==> src/rtl/util_swap_axis.sv <==
// util_swap_axis: AXI-Stream symbol/bit swapper with registered output and
// a one-entry skid buffer.
//   mode 0 : bypass
//   mode 1 : full symbol reverse
//   mode 2 : reverse symbols within each group of G_NUM
//   mode 3 : reverse the bits inside every symbol
// The swap mode is latched on the first beat of each packet and held until
// the tlast beat is accepted.
// Optional feature: define UTIL_SWAP_AXIS_CNT_EN to add the pkt_cnt output,
// a wrapping count of delivered tlast beats.
module util_swap_axis #(
  parameter int S_NUM = 4,
  parameter int B_NUM = 8,
  parameter int G_NUM = 2
) (
  input  logic                     clk,
  input  logic                     rstn,
  input  logic [1:0]               mode,
  input  logic [S_NUM*B_NUM-1:0]   s_axis_tdata,
  input  logic                     s_axis_tvalid,
  input  logic                     s_axis_tlast,
  output logic                     s_axis_tready,
  output logic [S_NUM*B_NUM-1:0]   m_axis_tdata,
  output logic                     m_axis_tvalid,
  output logic                     m_axis_tlast,
  input  logic                     m_axis_tready,
  output logic [1:0]               mode_active
`ifdef UTIL_SWAP_AXIS_CNT_EN
  ,
  output logic [31:0]              pkt_cnt
`endif
);

  localparam int DATA_W = S_NUM * B_NUM;

  // Reject geometries the group-reverse mapping cannot express.
  generate
    if (S_NUM < 1 || B_NUM < 1 || G_NUM < 1 || (S_NUM % G_NUM) != 0) begin : g_bad_cfg
      $error("util_swap_axis: S_NUM must be a positive multiple of G_NUM, B_NUM >= 1");
    end
  endgenerate

  // Output symbol i takes input symbol S_NUM-1-i.
  function automatic logic [DATA_W-1:0] rev_symbols(input logic [DATA_W-1:0] d);
    logic [DATA_W-1:0] r;
    r = '0;
    for (int i = 0; i < S_NUM; i++) begin
      r[i*B_NUM +: B_NUM] = d[(S_NUM-1-i)*B_NUM +: B_NUM];
    end
    return r;
  endfunction

  // Symbol order is mirrored inside each G_NUM-wide group only.
  function automatic logic [DATA_W-1:0] rev_groups(input logic [DATA_W-1:0] d);
    logic [DATA_W-1:0] r;
    int src;
    r = '0;
    for (int i = 0; i < S_NUM; i++) begin
      src = (i / G_NUM) * G_NUM + (G_NUM - 1 - (i % G_NUM));
      r[i*B_NUM +: B_NUM] = d[src*B_NUM +: B_NUM];
    end
    return r;
  endfunction

  // Symbols stay in place; bit k of each symbol moves to bit B_NUM-1-k.
  function automatic logic [DATA_W-1:0] rev_bits(input logic [DATA_W-1:0] d);
    logic [DATA_W-1:0] r;
    r = '0;
    for (int i = 0; i < S_NUM; i++) begin
      for (int k = 0; k < B_NUM; k++) begin
        r[i*B_NUM + k] = d[i*B_NUM + B_NUM - 1 - k];
      end
    end
    return r;
  endfunction

  function automatic logic [DATA_W-1:0] swap_beat(input logic [1:0] m,
                                                  input logic [DATA_W-1:0] d);
    logic [DATA_W-1:0] r;
    case (m)
      2'd1:    r = rev_symbols(d);
      2'd2:    r = rev_groups(d);
      2'd3:    r = rev_bits(d);
      default: r = d;
    endcase
    return r;
  endfunction

  // Packet framing state
  logic                 first_beat;
  logic [1:0]           mode_hold;

  // Input stage (combinational, p0)
  logic [1:0]           mode_p0;
  logic signed [DATA_W-1:0] data_p0;
  logic                 accept_p0;

  // Output register and skid register (p1)
  logic signed [DATA_W-1:0] out_data_p1;
  logic                 out_last_p1;
  logic                 vld_p1;
  logic signed [DATA_W-1:0] skid_data_p1;
  logic                 skid_last_p1;
  logic                 skid_vld_p1;
  logic                 rdy_p1;

  // Next-state control
  logic                 drain;
  logic                 load_out;
  logic                 load_skid;
  logic                 vld_next;
  logic                 skid_vld_next;

  // Pick the mode for the beat on the input and swap it before storage.
  always_comb begin
    mode_p0   = first_beat ? mode : mode_hold;
    data_p0   = swap_beat(mode_p0, s_axis_tdata);
    accept_p0 = s_axis_tvalid & rdy_p1;
  end

  // Decide where an accepted beat lands and whether the skid refills the output.
  always_comb begin
    drain         = ~vld_p1 | m_axis_tready;
    load_out      = drain & (skid_vld_p1 | accept_p0);
    load_skid     = accept_p0 & ~drain;
    vld_next      = drain ? (skid_vld_p1 | accept_p0) : 1'b1;
    skid_vld_next = skid_vld_p1 ? ~drain : load_skid;
  end

  // Occupancy flags and the registered input-ready.
  always_ff @(posedge clk) begin
    if (!rstn) begin
      vld_p1      <= 1'b0;
      skid_vld_p1 <= 1'b0;
      rdy_p1      <= 1'b0;
    end else begin
      vld_p1      <= vld_next;
      skid_vld_p1 <= skid_vld_next;
      rdy_p1      <= ~skid_vld_next;
    end
  end

  // Output register: the skid entry always goes out before any newer beat.
  always_ff @(posedge clk) begin
    if (!rstn) begin
      out_data_p1 <= '0;
      out_last_p1 <= 1'b0;
    end else if (load_out) begin
      if (skid_vld_p1) begin
        out_data_p1 <= skid_data_p1;
        out_last_p1 <= skid_last_p1;
      end else begin
        out_data_p1 <= data_p0;
        out_last_p1 <= s_axis_tlast;
      end
    end
  end

  // Skid register catches a beat accepted while the output is stalled.
  always_ff @(posedge clk) begin
    if (load_skid) begin
      skid_data_p1 <= data_p0;
      skid_last_p1 <= s_axis_tlast;
    end
  end

  // Latch the mode on the first beat of a packet; re-arm after tlast.
  always_ff @(posedge clk) begin
    if (!rstn) begin
      first_beat <= 1'b1;
      mode_hold  <= 2'd0;
    end else if (accept_p0) begin
      first_beat <= s_axis_tlast;
      if (first_beat) begin
        mode_hold <= mode;
      end
    end
  end

`ifdef UTIL_SWAP_AXIS_CNT_EN
  logic [31:0] cnt;

  // Count delivered end-of-packet beats, wrapping naturally at 2^32.
  always_ff @(posedge clk) begin
    if (!rstn) begin
      cnt <= 32'd0;
    end else if (vld_p1 && m_axis_tready && out_last_p1) begin
      cnt <= cnt + 32'd1;
    end
  end

  assign pkt_cnt = cnt;
`endif

  assign s_axis_tready = rdy_p1;
  assign m_axis_tdata  = out_data_p1;
  assign m_axis_tlast  = out_last_p1;
  assign m_axis_tvalid = vld_p1;
  assign mode_active   = mode_hold;

endmodule

==> config.mk <==
export PLATFORM = sky130hd
export DESIGN_NAME = util_swap_axis
export DESIGN_NICKNAME = d
export VERILOG_FILES = /design/src/rtl/util_swap_axis.sv
export SDC_FILE = /design/constraint.sdc
export NUM_CORES = 1
export LEC_CHECK = 0
export ABC_AREA = 1
export BUFFER_PORTS_ARGS = -buffer_cell sky130_fd_sc_hd__buf_2
export CORE_UTILIZATION = 55
export DETAILED_ROUTE_END_ITERATION = 12
export GPL_TIMING_DRIVEN = 0
export PLACE_DENSITY = 0.8
export SYNTH_ARGS = -nofsm -noshare
export SYNTH_HDL_FRONTEND = slang
export SYNTH_SLANG_ARGS = --single-unit
==> constraint.sdc <==
create_clock -name clk -period 4.15 [get_ports clk]
set_input_delay 0.83 -clock clk [delete_from_list [all_inputs] [get_ports clk]]
set_output_delay 0.83 -clock clk [all_outputs]
set_load 0.02 [all_outputs]
==> results of run 1 <==
## path summary, 6_finish.rpt
check,start,endpoint,slack [ps],cells past startpoint
max,m_axis_tready,skid_data_p1[0],2110,4
min,m_axis_tdata[19],m_axis_tdata[19],540,2
max reg2reg,m_axis_tvalid,skid_data_p1[0],2320,4
min reg2reg,m_axis_tdata[19],m_axis_tdata[19],540,2
## sequential cells by signal, indices dropped and copies added, names as in the netlist
register,flops
mode_active,2
skid_vld_p1,1
first_beat,1
m_axis_tlast,1
skid_last_p1,1
m_axis_tvalid,1
s_axis_tready,1
m_axis_tdata,32
skid_data_p1,32
## power by group
part           internal, mW  switching [mW]
clock                 0.252           0.272
sequential            0.786          0.0148
combinational         0.149           0.283
## cell families (layout without fill, tap and decap cells)
group,Yosys count,in the layout
AND/OR/NAND/NOR,220,220
AO/OA/AOI/OAI,131,131
flip-flops,72,72
buffers and inverters,55,145
## synthesized netlist by cell type, drive strengths merged
cell and count:
a21oi 68, o21ai 60, nor2 5, nand4 6
edfxtp 33, nand3 114, or2 21, inv 17
nand2 49, and2 25, clkbuf 16, a31oi 2
buf 22, o211ai 1, dfxtp 39
## placed cells by master, fill, tap and decap left out, types with 3 or more instances in the layout
cell	synthesis	layout
a21oi_1	68	68
and2_1	25	25
buf_2	12	86
buf_6	6	6
clkbuf_1	13	14
clkbuf_2	3	3
clkbuf_8	0	9
clkinv_2	0	3
dfxtp_1	39	39
edfxtp_1	33	33
inv_1	13	13
inv_2	4	4
nand2_1	42	42
nand2_2	6	6
nand3_1	114	114
nand4_1	6	6
o21ai_0	49	49
o21ai_1	11	11
or2_0	11	11
or2_1	4	4
or2_2	6	6
## layout make-up
| class | instances | area share (%) |
|---|---|---|
| plain buffers | 38 | 4.753 |
| clock buffers | 11 | 3.391 |
| clock inverters | 5 | 0.6670 |
| inverters | 17 | 1.417 |
| multi-input cells | 351 | 39.97 |
| flip-flops and latches | 72 | 39.36 |
| well taps | 80 | 2.223 |
| repair buffers | 74 | 8.227 |
## layer usage
metal / global-route usage, % / routed length, microns / up-vias
li1: - / - / 1867
met1: 47.45 / 5116 / 1827
met2: 52.58 / 5330 / 244
met3: 6.930 / 1153 / 33
met4: 17.12 / 448 / 0
met5: 0 / 0 / -
## worst max-delay path, delay by kind of cell
| kind | cells | cell delay [ps] |
|---|---|---|
| buffers and inverters | 2 | 230 |
| and+or+nand+nor | 2 | 940 |
## metrics by stage
step	power, mW	hold slack [ps]
after detailed placement	1.239	520.6
final	1.757	535.2
after floorplan	1.094	502.5
after global placement	1.230	515.0
after global routing	1.832	565.0
after CTS	1.751	533.6
==> impl_metrics.toml, run 1 <==
[status]
status = "finished clean"

[synth]
post_synth_fa_ha_maj_area_fraction_pct = 0
post_synth_mux_area_share_pct = 0
synth_top_cells_by_area = "edfxtp_1, dfxtp_1, nand3_1"
synth.net_count = 517
synth-xor-area-share_pct = 0
synth-compound-area-share_pct = 17.20
yosysSeqAreaShare_pct = 46.12
yosysUniqueCellTypes = 27
netlist_instances = 478
netlist_area_sq_um = 3841
yosys.area_share.simple_pct = 29.45
netlist.top_cell.by_area = "edfxtp_1"
synthesis.yosys.warnings = 0
synth_top_family_by_area = "simple AND/OR/NAND/NOR gates"
postSynthAreaPerCell_sq_um = 8.036
synth.ff_latch_count = 72
synth_top_area_share_pct = 25.80

[placement]
post_dp_cell_area_sq_um = 4319
finalWeightedCongestion = 0.9402
placed_cells = 632
place_worst_setup_slack_ps = 1751
io_buffer_count = 74
dpl_hpwl_mm = 8.705

[worst_setup_path]
cp_data_arrival_time_ps = 2020
start_kind = "input pin"
worst_ep_required_time_ps = 4120
cpPeakStageDelay_ps = 770
cp_cell_sequence = "buf_2 > nor2_1 > inv_1 > nor2_4"
crit_fanout = 33
critPathKind = "in2reg"
worst_path_max_delay_cell = "nor2_4"
element_type_at_the_critical_path_end = "flip-flop"

[die]
floorplan.die.width_microns = 85.57
core_region_area_sq_um = 6756
die_height_microns = 85.57
initial_core_util_pct = 56.85
io_pins = 76
floorplan.die_area_sq_um = 7322
rows = 30

[finish]
drive_gt1_share_pct = 23.24
final.fill_count = 591
final_cell_area_sq_um = 4502
final_util_pct = 66.63
seq_area_sq_um = 1772
finalNonFillerCells = 648
multi_input_gate_area_sq_um = 1799
diodes = 0
finalNetCount = 602
syn_to_final_growth_pct = 17.20

[global_route]
maximum_number_of_pins_on_one_net_before_global_route_repair = 34
initial_antenna_violation_count = 0
track_usage_pct = 34.63
grt_pass1_wl_mm = 19.06
via_count_of_the_first_global_routing_pass = 3671
total_overflow_reported_by_the_global_router = 0

[cts]
cts_tree = "built"
cts_sinks = 72
postCtsResizedCells = 0
cts_max_level = 3
cts.path.max_buffers = 2
cts-buffers-inserted = 9
clk_latency_ps = 360
clkSlewWorstSetupHoldPaths_ps = 70
postCtsSetupBuffers = 0
postCtsHoldBufs = 0
cts_root_buf = "clkbuf_8"

[timing]
timing_max_transition_violations_final = 0
max_freq_mhz = 489.0
finalSetupViolations = 0
grt_setup_unrepaired = "no"
finalSetupTns_ps = 0
min_period_over_period_pct = 49.27
worst_slack_ps = 2105
layout_min_cycle_time_ps = 2045
finalClockSkew_ps = 11.84
slew_headroom_pct = 32.97
hold_viol_final = 0
transition_time_of_the_tightest_slew_check_pin_ps = 1003

[drt]
drt-total-wl_mm = 12.05
detail_route.drc_violations = 0
route.vias.total = 3971
detail_route.wl_per_cell_microns = 18.59
drtAntennaViolNets = 0
vias_per_cell = 6.128
drt-pass1-iter-count = 6
detail_route.iter0.violations = 393

[run]
max-cap-violations = 0

[power]
cellPowerDensity_nw_per_um2 = 390.3
peakVddDrop_uv = 202.4
leakage_power_of_the_design_nw = 1.934

[hold_path]
hold_class = "reg2reg"
Power figures use the tool's default switching activity.
==> run 2, diff against run 1 <==
--- a/config.mk
+++ b/config.mk
@@ -5,12 +5,12 @@
 export SDC_FILE = /design/constraint.sdc
 export NUM_CORES = 1
 export LEC_CHECK = 0
-export ABC_AREA = 1
+export ABC_AREA = 0
 export BUFFER_PORTS_ARGS = -buffer_cell sky130_fd_sc_hd__buf_2
-export CORE_UTILIZATION = 55
+export CORE_UTILIZATION = 49
 export DETAILED_ROUTE_END_ITERATION = 12
 export GPL_TIMING_DRIVEN = 0
-export PLACE_DENSITY = 0.8
+export PLACE_DENSITY = 0.76
 export SYNTH_ARGS = -nofsm -noshare
 export SYNTH_HDL_FRONTEND = slang
 export SYNTH_SLANG_ARGS = --single-unit
==> constraint.sdc (replaced) <==
create_clock -name clk -period 1.7 [get_ports clk]
set_input_delay 0.34 -clock clk [delete_from_list [all_inputs] [get_ports clk]]
set_output_delay 0.34 -clock clk [all_outputs]
set_load 0.02 [all_outputs]
==> run 2 against run 1 <==
Net effect: non-clock buffer count up 8; register-to-register slack got worse by 2600 ps; critical path depth up 1; sequential share of layout area shrank 0.33 points; largest power group unchanged; first-iteration DRC count grew 5.9%; final area increased by 1.1%; sequential power rose by 140%; the flow now finishes with violations (setup timing); flip-flop and latch count is the same; total power rose by 130%; final cell count down 24%.
==> impl_metrics.toml, run 2 <==
[worst_setup_path]
worst_ep_required_time_ps = 1950
crit_fanout = 5
critPathTopFamily = "multiplexers"
cpPeakStageDelay_ps = 540
element_type_at_the_critical_path_end = "flip-flop"
critPathKind = "reg2reg"
critPathBufInv = 2
cp_cell_sequence = "mux2i_4 > buf_12 > clkbuf_16 > mux4_2 > a221o_1"
worst_path_max_delay_cell = "mux4_2"
cp_data_arrival_time_ps = 2240
start_kind = "flip-flop"

[timing]
worst_slack_ps = -283.7
slew_headroom_pct = 62.66
grt_setup_unrepaired = "yes"
transition_time_of_the_tightest_slew_check_pin_ps = 558.8
finalClockSkew_ps = 11.29
min_period_over_period_pct = 116.7
max_freq_mhz = 504.1
hold_viol_final = 0
layout_min_cycle_time_ps = 1984
finalSetupViolations = 60
timing_max_transition_violations_final = 0

[synth]
post_synth_most_frequent_cells = "dfxtp_1, a21oi_1, nand2_1"
synth_top_cells_by_area = "edfxtp_1, dfxtp_1, mux4_2"
yosysUniqueCellTypes = 24
synth_top_area_share_pct = 27.40
synth.ff_latch_count = 72
synthesis.yosys.warnings = 0
async_reset_ff_share_pct = 0
yosysSeqAreaShare_pct = 49.00
synth-edff-count = 33
postSynthAreaPerCell_sq_um = 12.56
netlist.top_cell.by_area = "edfxtp_1"
yosys.cell_count.top_type = "dfxtp_1"
netlist_instances = 288
netlist_area_sq_um = 3616
synth.net_count = 327
synth-main-ff-cell = "dfxtp_1"

[placement]
dpl_hpwl_mm = 6.764
io_buffer_count = 75
placed_cells = 459
finalWeightedCongestion = 0.9004

[finish]
layout.cells.most_common_list = "buf_2, dfxtp_1, a21oi_1"
syn_to_final_growth_pct = 25.92
drive_gt1_share_pct = 39.85
diodes = 0
finalNetCount = 428
finalNonFillerCells = 490
layout.cells.most_common = "buf_2"
final.fill_count = 529

[drt]
drt-total-wl_mm = 9.882
detail_route.iter0.violations = 416
detail_route.drc_violations = 0
route.vias.total = 3108
drtAntennaViolNets = 0
detail_route.wl_per_cell_microns = 20.17
drt-pass1-iter-count = 6
vias_per_cell = 6.343

[die]
core_region_area_sq_um = 6944
initial_core_util_pct = 52.07
io_pins = 76
rows = 30
floorplan.die_area_sq_um = 7727
die_height_microns = 87.91
floorplan.die.width_microns = 87.91

[cts]
cts_tree = "built"
cts_root_buf = "clkbuf_8"
cts.path.max_buffers = 2
clkSlewWorstSetupHoldPaths_ps = 80
postCtsHoldBufs = 0
cts_max_level = 3
cts_sinks = 72
clk_latency_ps = 360
cts-buffers-inserted = 9

[global_route]
initial_antenna_violation_count = 0
total_overflow_reported_by_the_global_router = 0
track_usage_pct = 27.17
grt_pass1_wl_mm = 15.08
maximum_number_of_pins_on_one_net_before_global_route_repair = 18
via_count_of_the_first_global_routing_pass = 2828

[hold_path]
hold_class = "in2reg"

[power]
power.share.clock_pct = 32.1
power.sequential.fraction_pct = 46.9
peakVddDrop_uv = 444.2
p_comb_share_pct = 21.0
cell_internal_pwr_mw = 2.982
switching_power_mw = 1.145
power_switching_share_pct = 27.75
post-layout-total-power_mw = 4.127
leakage_power_of_the_design_nw = 1.909
cellPowerDensity_nw_per_um2 = 906.4

[status]
status = "finished, violations left"
failed_checks = "setup timing"

[run]
max-cap-violations = 0
run 2: cell count changes in the layout (fill, tap and decap cells not counted), moves of 32 or more:
cell     delta
and3_1     +32
a221o_1    +32
mux4_2     +32
nand3_1   -113
o21ai_0    -49
a21oi_1    -32
run 2: metal layers:
metal	routed length (microns)	vias up	track usage, %
met2	4751	205	41.09
met3	1034	15	6.409
met5	0	-	0
met1	3961	1536	38.21
li1	-	1352	-
met4	134	0	10.58
run 2: cell type report:
cell class | instances | area, sq um | area share (%)
Inverter | 1 | 3.754 | 0.08244
Sequential cell | 72 | 1777 | 39.02
Timing Repair Buffer | 90 | 554.3 | 12.17
Multi-Input combinational cell | 185 | 1722 | 37.81
Buffer | 30 | 188.9 | 4.149
Clock inverter | 6 | 60.06 | 1.319
Clock buffer | 10 | 127.6 | 2.803
Tap cell | 96 | 120.1 | 2.638
run 2: repair_timing:
action | in CTS | in global routing
endpoints found under the setup margin | 97 | 64
buffers inserted | 9 | 3
pin swaps | 1 | 0
resized for setup | 17 | 5
cloned | 3 | 1
run 2: kinds of logic (layout without fill, tap and decap cells):
family                 Yosys count  in the layout  share of synthesized area, %
AND/OR/NAND/NOR                 77             78                         10.55
flip-flops                      72             72                         49.00
multiplexers                    35             35                         21.49
AO/OA/AOI/OAI                   72             72                         14.67
buffers and inverters           32            137                         4.290
run 2: final timing paths:
| path | startpoint | to | slack, ps | cells past startpoint |
|---|---|---|---|---|
| setup / recovery | first_beat | m_axis_tdata[7] | -280 | 5 |
| hold / removal | s_axis_tlast | skid_last_p1 | 190 | 1 |
| setup reg to reg | first_beat | m_axis_tdata[7] | -280 | 5 |
| hold reg to reg | m_axis_tlast | m_axis_tlast | 520 | 2 |
run 2: power groups by stage:
stage | logic [mW] | clock network, mW | registers (mW)
2_1_floorplan | 0.424 | 0 | 2.04
3_3_place_gp | 0.735 | 0 | 1.97
3_5_place_dp | 0.748 | 0 | 1.98
4_1_cts | 0.829 | 1.33 | 1.94
5_1_grt | 0.917 | 1.40 | 1.94
6_report | 0.865 | 1.32 | 1.94
run 2: stage by stage:
step / setup WS [ps] / instance area (sq um) / TNS, ps / utilization, % / hold slack [ps]
global route: -335.7 / 4553 / -13240 / 65.57 / 193.0
detailed placement: -395.5 / 4160 / -28020 / 59.91 / 512.4
floorplan: -149.2 / 3665 / -3631 / - / 438.9
CTS: -281.5 / 4497 / -9591 / 64.76 / 190.0
global placement: -350.2 / 4160 / -25620 / 59.91 / 513.1
finish: -283.7 / 4553 / -10150 / 65.57 / 194.8
==> run 3, diff against run 2 <==
--- a/config.mk
+++ b/config.mk
@@ -5,12 +5,13 @@
 export SDC_FILE = /design/constraint.sdc
 export NUM_CORES = 1
 export LEC_CHECK = 0
-export ABC_AREA = 0
+export ABC_AREA = 1
 export BUFFER_PORTS_ARGS = -buffer_cell sky130_fd_sc_hd__buf_2
-export CORE_UTILIZATION = 49
+export CORE_UTILIZATION = 50
 export DETAILED_ROUTE_END_ITERATION = 12
 export GPL_TIMING_DRIVEN = 0
 export PLACE_DENSITY = 0.76
+export SKIP_CTS_REPAIR_TIMING = 1
 export SYNTH_ARGS = -nofsm -noshare
 export SYNTH_HDL_FRONTEND = slang
 export SYNTH_SLANG_ARGS = --single-unit
==> run 3 against run 2 <==
Net effect: the flow now finishes without violations; sequential power barely moved; non-clock buffer count fell by 8; routed wire length rose by 24%; final area rose by 0.66%; register-to-register slack improved by 400 ps; critical path depth rose by 2; critical endpoint is now skid_data_p1[15]; largest cell class is now multi-input gates; largest power group unchanged.
==> impl_metrics.toml, run 3 (synthesis results as in run 1) <==
[timing]
layout_min_cycle_time_ps = 1587
timing_max_transition_violations_final = 0
hold_ws_ps = 234.9
finalClockSkew_ps = 10.55
slew_headroom_pct = 62.86
max_freq_mhz = 630.1
transition_time_of_the_tightest_slew_check_pin_ps = 555.7
hold_viol_final = 0
finalSetupViolations = 0
min_period_over_period_pct = 93.36

[worst_setup_path]
worst_path_max_delay_cell = "dfxtp_2"
critical_path_cell_count = 7
cpPeakStageDelay_ps = 350
critPathKind = "reg2reg"
cp_cell_sequence = "inv_2 > nand2_1 > nand2_4 > nand2_4 > clkbuf_4 > or2_0 > and2_1"
start_kind = "flip-flop"
element_type_at_the_critical_path_end = "flip-flop"
critPathBufInv = 2
critical_path.most_common_cell = "nand2_4"
r2r_cells = 7
cp_data_arrival_time_ps = 1690
worst_ep_required_time_ps = 1800
crit_fanout = 10
critPathTopFamily = "simple AND/OR/NAND/NOR gates"

[finish]
syn_to_final_growth_pct = 19.32
multi_input_gate_area_sq_um = 1821
final.fill_count = 662
finalNetCount = 603
finalNonFillerCells = 668
layout.cells.most_common = "nand3_1"
diodes = 0
layout.cells.most_common_list = "nand3_1, buf_2, a21oi_1"
seq_area_sq_um = 1773
drive_gt1_share_pct = 24.60
final_cell_area_sq_um = 4583

[drt]
vias_per_cell = 5.921
route.vias.total = 3955
drtAntennaViolNets = 0
detail_route.iter0.violations = 370
detail_route.wl_per_cell_microns = 18.28
drt-total-wl_mm = 12.21
detail_route.drc_violations = 0
drt-pass1-iter-count = 6

[placement]
post_dp_cell_area_sq_um = 4343
dpl_hpwl_mm = 8.763
placed_cells = 651
finalWeightedCongestion = 0.9900
io_buffer_count = 74

[global_route]
grt_pass1_wl_mm = 18.37
via_count_of_the_first_global_routing_pass = 3527
initial_antenna_violation_count = 0
maximum_number_of_pins_on_one_net_before_global_route_repair = 34
total_overflow_reported_by_the_global_router = 0
track_usage_pct = 31.77

[die]
rows = 31
floorplan.die_area_sq_um = 8037
io_pins = 76
core_region_area_sq_um = 7331
initial_core_util_pct = 52.40
die_height_microns = 89.65
floorplan.die.width_microns = 89.65

[run]
max-cap-violations = 0

[cts]
cts_sinks = 72
cts.path.max_buffers = 2
cts_max_level = 3
clk_latency_ps = 340
cts_tree = "built"
cts-buffers-inserted = 9
cts_root_buf = "clkbuf_8"
clkSlewWorstSetupHoldPaths_ps = 80

[power]
cellPowerDensity_nw_per_um2 = 961.7
leakage_power_of_the_design_nw = 1.959
post-layout-total-power_mw = 4.408
peakVddDrop_uv = 524.8

[hold_path]
hold_class = "in2reg"
hold_depth = 1

[status]
status = "finished clean"
run 3: changes by cell type in the layout (fill, tap and decap cells not counted), sizes merged, moves of 24 or more:
| cell | change |
|---|---|
| a21oi | +32 |
| a221o | -32 |
| nand3 | +113 |
| and3 | -32 |
| and2 | +24 |
| o21ai | +60 |
| mux4 | -32 |
run 3: through the flow:
stage / util (%) / TNS (ps) / setup slack (ps)
after floorplan: - / 0 / 60.72
after detailed placement: 59.24 / -7319 / -222.0
after global routing: 62.52 / -2.002 / -2.002
final: 62.52 / 0 / 112.9
after CTS: 61.97 / -4309 / -129.2
after global placement: 59.24 / -5298 / -163.4
run 3: path summary, 6_finish.rpt:
path               startpoint               end  slack [ps]
max                first_beat  skid_data_p1[15]         110
min              s_axis_tlast      skid_last_p1         230
max reg2reg        first_beat  skid_data_p1[15]         110
min reg2reg  m_axis_tdata[15]  m_axis_tdata[15]         540
run 3: layout make-up:
| type | count | share of cell area (%) |
|---|---|---|
| buffer | 38 | 4.941 |
| clock buffer | 14 | 3.549 |
| clock inverter | 2 | 0.8190 |
| inverter | 17 | 1.502 |
| multi-input combinational | 352 | 39.72 |
| sequential | 72 | 38.68 |
| tap | 99 | 2.703 |
| timing repair buffer | 74 | 8.081 |
run 3: worst register-to-register path: cells and delay by family, from the launching register on:
| kind | cells | cell delay (ps) |
|---|---|---|
| simple gates | 5 | 700 |
| flops | 1 | 350 |
| buf+inv | 2 | 290 |
run 3: where the power goes:
| part | switching, mW | total, mW | internal [mW] |
|---|---|---|---|
| clock | 0.627 | 1.39 | 0.761 |
| combinational | 0.693 | 1.06 | 0.371 |
| sequential | 0.0367 | 1.96 | 1.92 |
| total | 1.36 | 4.41 | 3.05 |
run 3: metal layers:
layer  vias up  part of all wire (%)  GRT usage (%)
met5         -                     0              0
met4         0                   2.8          13.71
met3        25                   8.5          7.952
met2       221                    46          49.10
met1      1841                    42          42.32
li1       1868                     -              -
